File: src/rtl/scale_pass_controller_pkg.sv
// Shared types, widths and defaults for the scale pass controller slice.
package scale_pass_controller_pkg;
    localparam int DIM_W          = 10;
    localparam int IDX_W          = 5;
    localparam int INV_W          = 16;
    localparam int DEF_MAX_SCALES = 32;
    localparam int DEF_BASE_WIN   = 24;

    typedef enum logic [2:0] {
        S_IDLE       = 3'd0,
        S_REQ_PARAM  = 3'd1,
        S_WAIT_PARAM = 3'd2,
        S_CHECK      = 3'd3,
        S_ISSUE      = 3'd4,
        S_WAIT_PASS  = 3'd5,
        S_DRAIN      = 3'd6,
        S_DONE       = 3'd7
    } state_t;

    typedef struct packed {
        logic [IDX_W-1:0] idx;
        logic [DIM_W-1:0] w;
        logic [DIM_W-1:0] h;
        logic [INV_W-1:0] inv_s;
        logic [DIM_W-1:0] win_size;
    } scale_params_t;

    // A scaled image is worth a pass only if one detection window still fits.
    function automatic logic fits_window(input logic [DIM_W-1:0] w,
                                         input logic [DIM_W-1:0] h,
                                         input logic [DIM_W-1:0] base);
        return (w >= base) && (h >= base);
    endfunction
endpackage

File: src/rtl/scale_param_buffer.sv
// One-entry holding register for a generated scale parameter set.
module scale_param_buffer
    import scale_pass_controller_pkg::*;
(
    input  logic          clk,
    input  logic          rst_n,
    input  logic          load,
    input  logic          clear,
    input  scale_params_t din,
    output scale_params_t dout,
    output logic          valid
);
    scale_params_t data_r;
    logic          valid_r;

    // Entry storage; clear takes priority so an abort can never leave a live entry.
    always_ff @(posedge clk or negedge rst_n) begin
        if (!rst_n) begin
            data_r  <= '0;
            valid_r <= 1'b0;
        end else if (clear) begin
            valid_r <= 1'b0;
        end else if (load) begin
            data_r  <= din;
            valid_r <= 1'b1;
        end
    end

    assign dout  = data_r;
    assign valid = valid_r;
endmodule

File: src/rtl/scale_pass_controller.sv
// Per-frame scale sequencer: requests scale parameters, filters passes that no
// longer fit a window, and prefetches the next scale while the current pass runs.
module scale_pass_controller
    import scale_pass_controller_pkg::*;
#(
    parameter int MAX_SCALES = DEF_MAX_SCALES,
    parameter int BASE_WIN   = DEF_BASE_WIN
) (
    input  logic             clk,
    input  logic             rst_n,
    input  logic             frame_start,
    input  logic [DIM_W-1:0] img_width,
    input  logic [DIM_W-1:0] img_height,
    input  logic             abort,
    output logic             param_start,
    output logic [IDX_W-1:0] param_scale_idx,
    input  logic             param_done,
    input  logic [DIM_W-1:0] param_new_w,
    input  logic [DIM_W-1:0] param_new_h,
    input  logic [INV_W-1:0] param_inv_s,
    input  logic [DIM_W-1:0] param_win_size,
    output logic             pass_valid,
    input  logic             pass_ready,
    output logic [IDX_W-1:0] pass_scale_idx,
    output logic [DIM_W-1:0] pass_w,
    output logic [DIM_W-1:0] pass_h,
    output logic [INV_W-1:0] pass_inv_s,
    output logic [DIM_W-1:0] pass_win_size,
    input  logic             pass_done,
    output logic             busy,
    output logic             frame_done,
    output logic [IDX_W:0]   scales_processed
);
    localparam int               CNT_W    = IDX_W + 1;
    localparam logic [IDX_W:0]   MAX_IDX  = CNT_W'(MAX_SCALES);
    localparam logic [IDX_W:0]   IDX_ONE  = CNT_W'(1);
    localparam logic [DIM_W-1:0] BASE_DIM = DIM_W'(BASE_WIN);

    state_t           state_r, state_s;
    logic [IDX_W:0]   next_idx_r, next_idx_s, idx_inc_s, scales_r, scales_s;
    logic [IDX_W-1:0] req_idx_r, req_idx_s;
    logic             outstanding_r, busy_r, busy_s, param_start_r, param_start_s;
    logic             pass_valid_r, pass_valid_s, frame_done_r, frame_done_s;
    logic             pass_load_s, pass_clr_s, buf_load_s, buf_clr_s, resp_s, abort_s;
    logic             buf_valid_s;
    scale_params_t    buf_din_s, buf_q_s, pass_data_r;

    // Only a response to our own request counts; strays are dropped.
    assign resp_s     = param_done && outstanding_r;
    assign abort_s    = abort && (state_r != S_IDLE);
    assign idx_inc_s  = next_idx_r + IDX_ONE;
    assign buf_load_s = resp_s && !abort_s && (state_r != S_DRAIN);
    assign buf_din_s  = '{idx: req_idx_r, w: param_new_w, h: param_new_h,
                          inv_s: param_inv_s, win_size: param_win_size};

    scale_param_buffer u_buf (
        .clk   (clk),
        .rst_n (rst_n),
        .load  (buf_load_s),
        .clear (buf_clr_s),
        .din   (buf_din_s),
        .dout  (buf_q_s),
        .valid (buf_valid_s)
    );

    // Next-state and next-register values; abort preempts the normal walk.
    always_comb begin
        state_s       = state_r;
        next_idx_s    = next_idx_r;
        req_idx_s     = req_idx_r;
        scales_s      = scales_r;
        busy_s        = busy_r;
        pass_valid_s  = pass_valid_r;
        param_start_s = 1'b0;
        frame_done_s  = 1'b0;
        pass_load_s   = 1'b0;
        pass_clr_s    = 1'b0;
        buf_clr_s     = 1'b0;
        if (abort_s) begin
            pass_valid_s = 1'b0;
            pass_clr_s   = 1'b0 | 1'b1;
            buf_clr_s    = 1'b1;
            if (outstanding_r && !resp_s) begin
                state_s = S_DRAIN;
            end else begin
                state_s = S_IDLE;
                busy_s  = 1'b0;
            end
        end else begin
            case (state_r)
                S_IDLE: begin
                    if (frame_start) begin
                        busy_s     = 1'b1;
                        scales_s   = '0;
                        next_idx_s = '0;
                        req_idx_s  = '0;
                        pass_clr_s = 1'b1;
                        if (fits_window(img_width, img_height, BASE_DIM)) begin
                            state_s       = S_REQ_PARAM;
                            param_start_s = 1'b1;
                        end else begin
                            state_s = S_DONE;
                        end
                    end else begin
                        state_s = S_IDLE;
                    end
                end
                S_REQ_PARAM: state_s = S_WAIT_PARAM;
                S_WAIT_PARAM: begin
                    if (resp_s) begin
                        state_s = S_CHECK;
                    end else begin
                        state_s = S_WAIT_PARAM;
                    end
                end
                S_CHECK: begin
                    if (!fits_window(buf_q_s.w, buf_q_s.h, BASE_DIM) || (next_idx_r >= MAX_IDX)) begin
                        state_s   = S_DONE;
                        buf_clr_s = 1'b1;
                    end else begin
                        state_s      = S_ISSUE;
                        pass_valid_s = 1'b1;
                        pass_load_s  = 1'b1;
                    end
                end
                S_ISSUE: begin
                    if (pass_ready) begin
                        state_s      = S_WAIT_PASS;
                        pass_valid_s = 1'b0;
                        buf_clr_s    = 1'b1;
                        scales_s     = scales_r + IDX_ONE;
                        next_idx_s   = idx_inc_s;
                        // Prefetch the following scale so the divider overlaps this pass.
                        if (idx_inc_s < MAX_IDX) begin
                            param_start_s = 1'b1;
                            req_idx_s     = idx_inc_s[IDX_W-1:0];
                        end else begin
                            req_idx_s = req_idx_r;
                        end
                    end else begin
                        state_s = S_ISSUE;
                    end
                end
                S_WAIT_PASS: begin
                    if (pass_done) begin
                        if (buf_valid_s || resp_s) begin
                            state_s = S_CHECK;
                        end else if (outstanding_r) begin
                            state_s = S_WAIT_PARAM;
                        end else begin
                            state_s = S_DONE;
                        end
                    end else begin
                        state_s = S_WAIT_PASS;
                    end
                end
                S_DRAIN: begin
                    if (resp_s || !outstanding_r) begin
                        state_s = S_IDLE;
                        busy_s  = 1'b0;
                    end else begin
                        state_s = S_DRAIN;
                    end
                end
                S_DONE: begin
                    state_s      = S_IDLE;
                    busy_s       = 1'b0;
                    frame_done_s = 1'b1;
                    buf_clr_s    = 1'b1;
                end
                default: begin
                    state_s = S_IDLE;
                    busy_s  = 1'b0;
                end
            endcase
        end
    end

    // Control state and every externally visible output are registered here.
    always_ff @(posedge clk or negedge rst_n) begin
        if (!rst_n) begin
            state_r       <= S_IDLE;
            next_idx_r    <= '0;
            req_idx_r     <= '0;
            scales_r      <= '0;
            busy_r        <= 1'b0;
            param_start_r <= 1'b0;
            pass_valid_r  <= 1'b0;
            frame_done_r  <= 1'b0;
            outstanding_r <= 1'b0;
            pass_data_r   <= '0;
        end else begin
            state_r       <= state_s;
            next_idx_r    <= next_idx_s;
            req_idx_r     <= req_idx_s;
            scales_r      <= scales_s;
            busy_r        <= busy_s;
            param_start_r <= param_start_s;
            pass_valid_r  <= pass_valid_s;
            frame_done_r  <= frame_done_s;
            if (param_start_s) begin
                outstanding_r <= 1'b1;
            end else if (resp_s) begin
                outstanding_r <= 1'b0;
            end
            if (pass_clr_s) begin
                pass_data_r <= '0;
            end else if (pass_load_s) begin
                pass_data_r <= buf_q_s;
            end
        end
    end

    assign param_start      = param_start_r;
    assign param_scale_idx  = req_idx_r;
    assign pass_valid       = pass_valid_r;
    assign pass_scale_idx   = pass_data_r.idx;
    assign pass_w           = pass_data_r.w;
    assign pass_h           = pass_data_r.h;
    assign pass_inv_s       = pass_data_r.inv_s;
    assign pass_win_size    = pass_data_r.win_size;
    assign busy             = busy_r;
    assign frame_done       = frame_done_r;
    assign scales_processed = scales_r;
endmodule

File: config.mk
export PLATFORM = sky130hd
export DESIGN_NAME = scale_pass_controller
export DESIGN_NICKNAME = d
export VERILOG_FILES = /design/src/rtl/scale_pass_controller_pkg.sv /design/src/rtl/scale_param_buffer.sv /design/src/rtl/scale_pass_controller.sv
export SDC_FILE = /design/constraint.sdc
export NUM_CORES = 1
export LEC_CHECK = 0
export BUFFER_PORTS_ARGS = -buffer_cell sky130_fd_sc_hd__buf_2
export CAP_MARGIN = 20
export CORE_MARGIN = 5
export CORE_UTILIZATION = 45
export CTS_CLUSTER_SIZE = 14
export DETAILED_ROUTE_END_ITERATION = 16
export PLACE_DENSITY = 0.72
export SYNTH_ARGS = -nofsm -noshare
export SYNTH_HDL_FRONTEND = slang
export SYNTH_SLANG_ARGS = --single-unit
File: constraint.sdc
create_clock -name clk -period 1.8 [get_ports clk]
set_input_delay 0.36 -clock clk [delete_from_list [all_inputs] [get_ports clk]]
set_output_delay 0.36 -clock clk [all_outputs]
set_load 0.02 [all_outputs]
==> flow_summary.ini <==
[outcome]
outcome = finished, violations left
violations = setup timing

[yosys]
synth.area.top_cells = dfrtp_1 (60%), mux2_2 (9.0%), nand2_1 (8.9%)
syn_nets = 567
synth.largest_area_cell = dfrtp_1
synth.top_cell.area_share_pct = 59.60
synthCells = 491
yosysSeqAreaShare_pct = 59.60
syn_avg_cell_area_um2 = 10.94
ys.warnings.count = 0
synth_cell_types = 43
synth_edf_count = 0
synthFlopType = dfrtp_1
ys_async_sr_fraction_pct = 100.0
ys_ff_latch = 128
syn_area_um2 = 5374

[finish]
multiInputGateArea_um2 = 2290
fill_cells = 895
final_common_cell = buf_2
finish.instance_area_um2 = 7709
layout_common_cells = buf_2 (131), nand2_1 (126), dfrtp_1 (125)
regArea_um2 = 3207
drive_gt1_share_pct = 42.69
nets = 755
area_growth_pct = 43.45
antenna_cells = 0

[sta]
fin_skew_ns = 0.006576
max_slew_margin_pct = 72.74
final.min_clock_period_ns = 1.993
rsz0062_at_grt = true
timing.final.crit_share_pct = 110.7
worst_pin_slew_ns = 0.4090
hold_viol_final = 0
slew_viol_final = 0
fmax_ghz = 0.5019
setup_slack_ns = -0.1925
setup_viol = 102

[worst_setup_path]
rr_worst_depth = 8
cp_cell_sequence = buf_4 -> buf_6 -> nand3b_1 -> a21oi_4 -> nor2_4 -> buf_12 -> clkbuf_16 -> mux2_4
crit_path_end_kind = flop
cp_data_required_time_ns = 2.10
critical_path_arrival_ns = 2.29
critPathKind = flop to flop
crit_slowest_cell = dfrtp_2
regToRegSetupSlack_ns = -0.19
r2r_start = state_r[2]
cpPeakStageDelay_ns = 0.45
path_max_fanout = 7
timing.rr.end = u_buf.dout[5]
startpoint_type = flop

[cts]
clkTransAtPathRegs_ns = 0.05
clock-sinks = 128
insertion_delay_ns = 0.42
clockBufferDepth = 2
cts_root_buf = clkbuf_16
numCtsBuffers = 17
cts_htree_levels = 4
cts_tree = yes

[power]
internal_power_mw = 7.965
p_clk_share_pct = 27.9
share_seq_of_total_power_pct = 36.8
p_comb_share_pct = 35.3
powerDensity_nw_per_um2 = 1504
netSwitchingPower_mw = 3.631
total_leakage_power_nw = 4.052
vdd_drop_max_v = 0.0008432
swShare_pct = 31.31

[drt]
route.detailed.drc = 0
wl_um = 14820
drtAntennaViolNets = 0
dr.pass1.iters = 5
vias_per_cell = 5.309
vias = 4449
wl_per_cell_um = 17.68
drtIter0Drc = 264

[placed_design]
gp_congestion = 0.8908
portBuffers = 132
dpl.hpwl_um = 9288
place_ws_ns = -0.2561
dpl_cell_area_um2 = 6535

[floorplan]
num_rows = 40
chipWidth_um = 119.3
core_um2 = 11860
die_h_um = 119.3
start_util_pct = 45.31
fp.dieArea_um2 = 14230
io_pins = 139

[run]
maxCapViolCount = 0

[min_path]
whs_path_depth = 2
hp-start = param_new_h[0]
hold_path_end = u_buf.dout[26]
hp-class = input pin to flop

[global_route]
grt_pass1_vias = 4571
grt_first_pass_wirelength_um = 22830
track_usage_pct = 20.19
grt-ovfl-total = 0
grt_max_degree = 70
antenna_found_initial = 0
-- power by group through the flow --
stage	sequential [mW]	combinational [mW]	clock [mW]
floorplan	4.37	1.70	0
global placement	4.19	3.04	0
detailed placement	4.25	3.13	0
CTS	4.23	3.59	3.28
global route	4.35	4.38	3.41
finish	4.26	4.10	3.24
-- critical path, delay by kind of cell, from the launching register on --
family	cells	cell delay, ns
buffers and inverters	4	0.58
DFF	1	0.45
and+or+nand+nor	2	0.32
muxes	1	0.29
AOI/OAI and AO/OA	1	0.22
-- flip-flops by register name (all words and copies together), names as in the netlist --
signal and flops:
pass_h 10, pass_valid 1, busy 1, scales_processed 6, outstanding_r 1, state_r 3, pass_w 10, u_buf.valid 1
pass_win_size 10, pass_scale_idx 5, param_start 1, pass_inv_s 16, frame_done 1, next_idx_r 6, param_scale_idx 5, u_buf.dout 51
-- area by class of cell --
type | instances | share of cell area, %
inverters | 6 | 0.2922
clock inverters | 5 | 0.6817
well taps | 147 | 2.386
repair buffers | 195 | 18.73
flip-flops and latches | 128 | 41.60
clock buffers | 26 | 6.606
multi-input cells | 331 | 29.70
-- what timing repair did --
item	CTS	global route
hold endpoints to repair	108	0
cloned	2	6
resized for setup	36	50
pin swaps	6	6
hold buffers	1	0
setup buffers	8	4
setup endpoints to repair	112	109
-- cells by family after synthesis --
logic type / Yosys count / share of synthesized area (%)
AO/OA/AOI/OAI: 43 / 5.588
XOR/XNOR: 8 / 1.304
adder cells (fa/ha/maj): 3 / 0.6986
buffers and inverters: 32 / 3.166
flip-flops: 128 / 59.60
multiplexers: 51 / 10.97
AND/OR/NAND/NOR: 226 / 18.67
-- cell usage after synthesis (5+ instances only) --
| cell type | instances |
|---|---|
| o2bb2ai_1 | 5 |
| nand2_1 | 128 |
| mux2_2 | 43 |
| inv_1 | 6 |
| xor2_1 | 6 |
| buf_2 | 10 |
| nor2_1 | 14 |
| buf_6 | 5 |
| nand3_1 | 60 |
| a21oi_1 | 11 |
| o21ai_0 | 7 |
| clkbuf_1 | 11 |
| dfrtp_1 | 128 |
-- stage by stage --
step                util (%)   TNS (ns)  total power [mW]  hold WS, ns  instances
floorplan                  -  -0.005689             6.064      0.06441        491
global placement       55.09     -8.539             7.231       0.3903        787
detailed placement     55.09     -13.84             7.380       0.3998        787
CTS                    62.07     -7.374             11.10       0.1593        829
global route           64.99     -20.10             12.14       0.1571        838
finish                 64.99     -15.30             11.60       0.1704        838
-- how the worst max path moves through the flow --
stage               start             end  slack (ns)  cells after the start
5_1_grt        state_r[2]   u_buf.dout[5]       -0.23                      7
3_5_place_dp   state_r[2]  u_buf.dout[23]       -0.26                      6
6_report       state_r[2]   u_buf.dout[5]       -0.19                      8
3_3_place_gp   state_r[2]  u_buf.dout[24]       -0.19                      6
4_1_cts        state_r[0]   u_buf.dout[3]       -0.18                      7
2_1_floorplan       abort  u_buf.dout[26]     -0.0009                      7
-- per-layer routing --
metal / global-route usage (%) / wire (um) / share of wire [%] / vias to the layer above
li1: - / - / - / 2061
met3: 5.413 / 737 / 5.0 / 21
met1: 24.74 / 6309 / 43 / 2229
met2: 33.98 / 7525 / 51 / 138
met5: 0 / 0 / 0 / -
met4: 7.893 / 248 / 1.7 / 0
Note: power is estimated with default switching activity, not from simulation.
